### config.mk
export PLATFORM = sky130hd
export DESIGN_NAME = alu_seq_exec
export DESIGN_NICKNAME = d
export VERILOG_FILES = /design/src/rtl/alu_pkg.sv /design/src/rtl/muldiv_iter.sv /design/src/rtl/alu_seq_exec.sv
export SDC_FILE = /design/constraint.sdc
export NUM_CORES = 1
export LEC_CHECK = 0
export BUFFER_PORTS_ARGS = -buffer_cell sky130_fd_sc_hd__buf_2
export CAP_MARGIN = 40
export CORE_MARGIN = 1
export CORE_UTILIZATION = 50
export CTS_CLUSTER_DIAMETER = 60
export CTS_CLUSTER_SIZE = 16
export DETAILED_ROUTE_END_ITERATION = 12
export PLACE_DENSITY = 0.72
export SETUP_SLACK_MARGIN = 0.2
export SLEW_MARGIN = 20
export SYNTH_ARGS = -nofsm -noshare
export SYNTH_HDL_FRONTEND = slang
export SYNTH_SLANG_ARGS = --single-unit
### constraint.sdc
create_clock -name clk -period 7 [get_ports clk]
set_clock_uncertainty 0.05 [all_clocks]
set_input_delay 0 -clock clk [delete_from_list [all_inputs] [get_ports clk]]
set_output_delay 0 -clock clk [all_outputs]
set_load 0.01 [all_outputs]
### src/rtl/alu_pkg.sv
// Shared types for the ALU execute stage: operation codes, FSM states and
// iterative-unit mode encoding.
package alu_pkg;

   typedef enum logic [3:0] {
      AND_OP = 4'b0000,
      OR_OP  = 4'b0001,
      ADD_OP = 4'b0010,
      SUB_OP = 4'b0110,
      SLT_OP = 4'b0111,
      LUI_OP = 4'b1000,
      MUL_OP = 4'b1001,
      DIV_OP = 4'b1010,
      MOD_OP = 4'b1011,
      NOR_OP = 4'b1100
   } alu_ops_t;

   typedef enum logic [1:0] {
      IDLE = 2'd0,
      CALC = 2'd1,
      FIX  = 2'd2
   } exec_state_t;

   localparam logic MD_MUL = 1'b0;
   localparam logic MD_DIV = 1'b1;

endpackage

### src/rtl/muldiv_iter.sv
// Iterative shift-add multiplier / restoring divider working on operand
// magnitudes, with sign correction applied on the outputs.
module muldiv_iter
   import alu_pkg::*;
#(
   parameter int WIDTH = 32
) (
   input  logic             clk,
   input  logic             rst_n,
   input  logic             go,
   input  logic             mode,
   input  logic [WIDTH-1:0] a,
   input  logic [WIDTH-1:0] b,
   output logic             ready,
   output logic [WIDTH-1:0] product,
   output logic [WIDTH-1:0] quotient,
   output logic [WIDTH-1:0] remainder
);

   localparam int CW = $clog2(WIDTH);

   logic [CW-1:0]    cnt_q, cnt_d;
   logic             run_q, run_d;
   logic             mode_q, mode_d;
   logic             negq_q, negq_d;
   logic             negr_q, negr_d;
   logic             bz_q, bz_d;
   logic [WIDTH-1:0] a_q, a_d;
   logic [WIDTH-1:0] div_q, div_d;
   logic [WIDTH-1:0] acc_q, acc_d;
   logic [WIDTH-1:0] sh_q, sh_d;

   logic [WIDTH-1:0] mag_a, mag_b;
   logic [WIDTH:0]   trial;

   always_comb begin
      cnt_d  = cnt_q;
      run_d  = run_q;
      mode_d = mode_q;
      negq_d = negq_q;
      negr_d = negr_q;
      bz_d   = bz_q;
      a_d    = a_q;
      div_d  = div_q;
      acc_d  = acc_q;
      sh_d   = sh_q;
      mag_a  = a[WIDTH-1] ? -a : a;
      mag_b  = b[WIDTH-1] ? -b : b;
      trial  = {acc_q, sh_q[WIDTH-1]};

      if (go) begin
         cnt_d  = CW'(WIDTH - 1);
         run_d  = 1'b1;
         mode_d = mode;
         negq_d = a[WIDTH-1] ^ b[WIDTH-1];
         negr_d = a[WIDTH-1];
         bz_d   = (b == '0);
         a_d    = a;
         acc_d  = '0;
         div_d  = (mode == MD_MUL) ? mag_a : mag_b;
         sh_d   = (mode == MD_MUL) ? mag_b : mag_a;
      end else if (run_q) begin
         if (mode_q == MD_MUL) begin
            if (sh_q[0]) begin
               acc_d = acc_q + div_q;
            end
            div_d = div_q << 1;
            sh_d  = sh_q >> 1;
         end else begin
            // Partial remainder stays below the divisor, so the W-bit
            // subtraction of the low bits is exact.
            if (trial >= {1'b0, div_q}) begin
               acc_d = trial[WIDTH-1:0] - div_q;
               sh_d  = {sh_q[WIDTH-2:0], 1'b1};
            end else begin
               acc_d = trial[WIDTH-1:0];
               sh_d  = {sh_q[WIDTH-2:0], 1'b0};
            end
         end
         if (cnt_q == '0) begin
            run_d = 1'b0;
         end else begin
            cnt_d = cnt_q - 1'b1;
         end
      end
   end

   always_ff @(posedge clk) begin
      if (!rst_n) begin
         cnt_q  <= '0;
         run_q  <= 1'b0;
         mode_q <= MD_MUL;
         negq_q <= 1'b0;
         negr_q <= 1'b0;
         bz_q   <= 1'b0;
         a_q    <= '0;
         div_q  <= '0;
         acc_q  <= '0;
         sh_q   <= '0;
      end else begin
         cnt_q  <= cnt_d;
         run_q  <= run_d;
         mode_q <= mode_d;
         negq_q <= negq_d;
         negr_q <= negr_d;
         bz_q   <= bz_d;
         a_q    <= a_d;
         div_q  <= div_d;
         acc_q  <= acc_d;
         sh_q   <= sh_d;
      end
   end

   // High during the final iteration; outputs are valid from the next cycle.
   assign ready     = run_q && (cnt_q == '0);
   assign product   = negq_q ? -acc_q : acc_q;
   assign quotient  = bz_q ? '1 : (negq_q ? -sh_q : sh_q);
   assign remainder = bz_q ? a_q : (negr_q ? -acc_q : acc_q);

endmodule

### src/rtl/alu_seq_exec.sv
// ALU execute stage with start/busy/done handshake. Defining ALU_MULDIV_EN
// builds the iterative MUL/DIV/MOD path; otherwise those codes are illegal.
//
// state | meaning
// IDLE  | waiting for start; single-cycle ops complete here
// CALC  | iterative unit running WIDTH iterations
// FIX   | sign-corrected result and flags loaded, done follows
module alu_seq_exec
   import alu_pkg::*;
#(
   parameter int WIDTH     = 32,
   parameter int LUI_SHIFT = 16
) (
   input  logic             clk,
   input  logic             rst_n,
   input  logic             start,
   input  logic [3:0]       alu_control,
   input  logic [WIDTH-1:0] a,
   input  logic [WIDTH-1:0] b,
   output logic [WIDTH-1:0] result,
   output logic             zero,
   output logic             busy,
   output logic             done,
   output logic             div_by_zero,
   output logic             illegal_op
);

   exec_state_t      state_q, state_d;
   logic [WIDTH-1:0] result_q, result_d;
   logic             zero_q, zero_d;
   logic             done_q, done_d;
   logic             dbz_q, dbz_d;
   logic             ill_q, ill_d;

   logic [WIDTH-1:0] alu_res;
   logic             alu_legal;
   logic             is_md;

`ifdef ALU_MULDIV_EN
   logic             mdu_go, mdu_mode, mdu_ready;
   logic [WIDTH-1:0] mdu_prod, mdu_quot, mdu_rem;
   logic [WIDTH-1:0] md_res;
   logic [3:0]       md_op_q, md_op_d;
   logic             bz_q, bz_d;

   assign mdu_mode = (alu_control == MUL_OP) ? MD_MUL : MD_DIV;

   muldiv_iter #(
      .WIDTH (WIDTH)
   ) u_muldiv (
      .clk       (clk),
      .rst_n     (rst_n),
      .go        (mdu_go),
      .mode      (mdu_mode),
      .a         (a),
      .b         (b),
      .ready     (mdu_ready),
      .product   (mdu_prod),
      .quotient  (mdu_quot),
      .remainder (mdu_rem)
   );
`endif

   always_comb begin
      alu_res   = '0;
      alu_legal = 1'b1;
      is_md     = 1'b0;
      case (alu_control)
         AND_OP: alu_res = a & b;
         OR_OP:  alu_res = a | b;
         ADD_OP: alu_res = a + b;
         SUB_OP: alu_res = a - b;
         SLT_OP: alu_res = {{(WIDTH-1){1'b0}}, ($signed(a) < $signed(b))};
         LUI_OP: alu_res = b << LUI_SHIFT;
         NOR_OP: alu_res = ~(a | b);
`ifdef ALU_MULDIV_EN
         MUL_OP, DIV_OP, MOD_OP: is_md = 1'b1;
`endif
         default: alu_legal = 1'b0;
      endcase
   end

   always_comb begin
      state_d  = state_q;
      result_d = result_q;
      zero_d   = zero_q;
      done_d   = 1'b0;
      dbz_d    = dbz_q;
      ill_d    = ill_q;
`ifdef ALU_MULDIV_EN
      mdu_go   = 1'b0;
      md_op_d  = md_op_q;
      bz_d     = bz_q;
      md_res   = '0;
`endif
      case (state_q)
         IDLE: begin
            if (start) begin
`ifdef ALU_MULDIV_EN
               if (is_md) begin
                  mdu_go  = 1'b1;
                  md_op_d = alu_control;
                  bz_d    = (b == '0) && (alu_control != MUL_OP);
                  state_d = CALC;
               end else
`endif
               begin
                  result_d = alu_res;
                  zero_d   = (alu_res == '0);
                  dbz_d    = 1'b0;
                  ill_d    = ~alu_legal;
                  done_d   = 1'b1;
               end
            end
         end
`ifdef ALU_MULDIV_EN
         CALC: begin
            if (mdu_ready) begin
               state_d = FIX;
            end
         end
         FIX: begin
            case (md_op_q)
               MUL_OP:  md_res = mdu_prod;
               DIV_OP:  md_res = mdu_quot;
               default: md_res = mdu_rem;
            endcase
            result_d = md_res;
            zero_d   = (md_res == '0);
            dbz_d    = bz_q;
            ill_d    = 1'b0;
            done_d   = 1'b1;
            state_d  = IDLE;
         end
`endif
         default: state_d = IDLE;
      endcase
   end

   always_ff @(posedge clk) begin
      if (!rst_n) begin
         state_q  <= IDLE;
         result_q <= '0;
         zero_q   <= 1'b0;
         done_q   <= 1'b0;
         dbz_q    <= 1'b0;
         ill_q    <= 1'b0;
      end else begin
         state_q  <= state_d;
         result_q <= result_d;
         zero_q   <= zero_d;
         done_q   <= done_d;
         dbz_q    <= dbz_d;
         ill_q    <= ill_d;
      end
   end

`ifdef ALU_MULDIV_EN
   always_ff @(posedge clk) begin
      if (!rst_n) begin
         md_op_q <= '0;
         bz_q    <= 1'b0;
      end else begin
         md_op_q <= md_op_d;
         bz_q    <= bz_d;
      end
   end

   assign busy = (state_q == CALC) || (state_q == FIX);
`else
   assign busy = 1'b0;
`endif

   assign result      = result_q;
   assign zero        = zero_q;
   assign done        = done_q;
   assign div_by_zero = dbz_q;
   assign illegal_op  = ill_q;

endmodule

==> summary.md <==
| Metric | Value |
|---|---|
| Setup slack after layout | 3450 ps |
| Ys async rst share | 0% |
| Worst vdd ir | 0.0821 mV |
| Via count | 7900 |
| Total Neg Setup Slack | 0 ps |
| Final Util | 57.4% |
| Fin. max-slew vios | 0 |
| Initial DRC count | 917 |
| WS Path Type | in -> reg |
| Die Y | 119 um |
| Critical path capture point type | register |
| Slew HR | 51.9% |
| Status | complete, no violations |
| Detailed-placement wirelength estimate | 19200 um |
| CP Data Arrival Time | 3700 ps |
| Pwr Density | 131 mW/mm^2 |
| Total CTS buffers | 5 |
| EDFF count, synth | 0 |
| CTS tree | built |
| DRC violations left | 0 |
| Clock Sinks | 35 |
| Largest stage delay, worst path | 440 ps |
| Initial antenna violation count | 0 |
| Crit Path Max Fanout | 6 |
| CP cell instances | buf_2 -> ha_1 -> fa_1 -> a211oi_2 -> o211ai_2 -> a31oi_4 -> o22ai_1 -> a22o_1 -> a221o_1 -> a21oi_1 -> or3b_1 -> nor4_1 -> nand4_1 -> o32ai_2 |
| Yosys top cell by area | ha_1 |
| Type of origin of the critical path | input port |
| Total power | 999 uW |
| Wire per inst | 20.5 um |
| Gr usage total | 34.6% |
| Delay-heaviest family, CP | compound AO/OA/AOI/OAI gates |
| Fin crit period | 3550 ps |
| Antenna viol nets, final | 0 |
| Leak | 3.54 nW |
| Predominant post-synthesis flop cell | dfxtp_1 |
| Synthesis-stage register bit count | 35 |
| Io pins | 108 |
| Largest net degree at the start of global routing | 41 |
| Worst slew pin tran | 703 ps |
| Slowest-stage cell, CP | fa_1 |
| Final hold violation count | 0 |
| Clk Latency, worst-skew pair | 280 ps |
| Number of global-route vias before repair | 7025 |
| Vias per std cell | 6.55 |
| Final period utilization | 50.7% |
| Routability Congestion | 1.00 |
| Clock Pin Slew Worst Setup and Hold Paths | 50 ps |
| Post-synth top area share | 18.4% |
| Mapped Area | 0.00680 sq mm |
| Final WL | 24700 um |
| First-pass GRT wire length | 38700 um |
| Row count | 42 |
| Clk buf depth | 2 |
| CTS resizes | 0 |
| Cell area after layout | 0.00760 sq mm |
| Max Fclk | 0.282 GHz |
| Yosys warnings | 0 |
| Final setup viols | 0 |
| Fillers | 1329 |
| Core area | 0.0132 sq mm |
| CTS Hold Buffers Added | 1 |
| Unrepaired setup endpoints after global routing | no |
| Post-CTS setup buffers | 0 |
| Port bufs | 105 |
| Area growth syn-to-layout | 11.8% |
| Die ar. | 0.0141 sq mm |
| Netlist cell types | 85 |
| Layout cells sized above 1 | 14.4% |
| Post-synthesis area per instance | 7.04 sq um |
| Post-layout net count | 1203 |
| Root Driver | clkbuf_16 |
| Worst Hold Class | in -> reg |
| Pre-Repair DR Iteration Count | 6 |
| Critical Path RT | 7150 ps |
| DP Area | 0.00743 sq mm |
| Max-cap viol count | 0 |
| Placement-stage worst setup slack | 3250 ps |
| Synth area leaders | ha_1 18%, dfxtp_1 10%, a21oi_1 6.4% |
| H-Tree Depth | 2 |
| GRT Residual Overflow | 0 |
| Post-synthesis cell count | 966 |
| Die width | 119 um |
| Buf/Inv on CP | 1 |
| Antenna Cells | 0 |
| Initial cell density of the core | 51.3% |
| Seq/Total Area, Yosys | 10.3% |
[path summary, 6_finish.rpt]
path | from | end | slack, ps | cells after the start
min reg2reg | result[16] | result[16] | 430 | 2
max reg2reg | result[31] | result[31] | 6220 | 2
min | start | zero | 60 | 2
max | b[0] | zero | 3450 | 14
[kinds of logic after synthesis]
family                   after synthesis  share of synthesized area [%]
AND/OR/NAND/NOR                      280                           19.6
XOR/XNOR                               8                           1.03
multiplexers                          11                           1.62
adder cells (fa/ha/maj)              102                           19.0
AO/OA/AOI/OAI                        371                           39.1
buffers and inverters                158                           9.31
flip-flops                            35                           10.3
other                                  1                         0.0552
[final cells by class]
class	instances	area, sq um	area share [%]
multi-input combinational	774	5500	72.4
timing repair buffer	116	651	8.56
inverter	98	368	4.84
clock buffer	8	156	2.06
sequential	35	701	9.22
tap	176	220	2.90
[registers in the layout, summed over array words and instances (netlist names)]
| signal | cells |
|---|---|
| result | 32 |
| illegal_op | 1 |
| zero | 1 |
| done | 1 |
[layout by cell type (no fill, tap or decap), types with 7 or more instances in the layout]
| cell | count |
|---|---|
| nor2_1 | 112 |
| buf_2 | 105 |
| ha_1 | 100 |
| inv_1 | 97 |
| a21oi_1 | 87 |
| nand2_1 | 51 |
| o21ai_0 | 48 |
| dfxtp_1 | 35 |
| a211oi_1 | 32 |
| nor3_1 | 22 |
| nand3_1 | 18 |
| a221o_1 | 18 |
| a31oi_1 | 16 |
| o31ai_1 | 16 |
| o21a_1 | 15 |
| a221oi_1 | 14 |
| nor4_1 | 14 |
| o211ai_1 | 13 |
| a21o_1 | 11 |
| mux2i_1 | 11 |
| o221ai_1 | 10 |
| o21bai_1 | 9 |
| nand4_1 | 9 |
| nor2b_1 | 8 |
| a211o_1 | 8 |
| nand2b_1 | 7 |
| xnor2_1 | 7 |
| o22a_1 | 7 |
| buf_4 | 7 |
[stage by stage]
stage / cells / hold slack [ps]
floorplan: 967 / 85.7
global placement: 1195 / 285
detailed placement: 1198 / 285
CTS: 1207 / 54.3
global route: 1207 / 125
finish: 1207 / 60.9
[layer usage]
layer | share of wire, % | vias to the layer above | global-route usage, %
met3 | 13 | 68 | 7.67
met5 | 0 | - | 0
met2 | 39 | 515 | 48.1
met4 | 3.6 | 0 | 13.6
met1 | 45 | 3629 | 50.6
li1 | - | 3688 | -
[cell usage after synthesis (all sizes together) (6+ instances only)]
library cell	count
a31oi	17
dfxtp	35
o221ai	10
or3	6
buf	18
o31ai	16
nor3	23
o211ai	15
ha	100
a211oi	34
xnor2	7
or2	6
clkbuf	42
mux2i	11
nor2b	8
o21ai	51
nor2	113
a21oi	88
nand4	9
a211o	8
o22a	7
a221oi	14
nor4	15
o21bai	9
inv	97
nand2b	8
a21o	11
nand3	18
a221o	18
o21a	15
nand2	51
[report_power, final]
part	internal (mW)	leakage, nW	switching, mW
Combinational	0.196	3.18	0.352
Clock	0.151	0.0772	0.0779
Sequential	0.215	0.290	0.00718
Total	0.562	3.54	0.437
No activity file was read; power rests on OpenSTA's default activity.
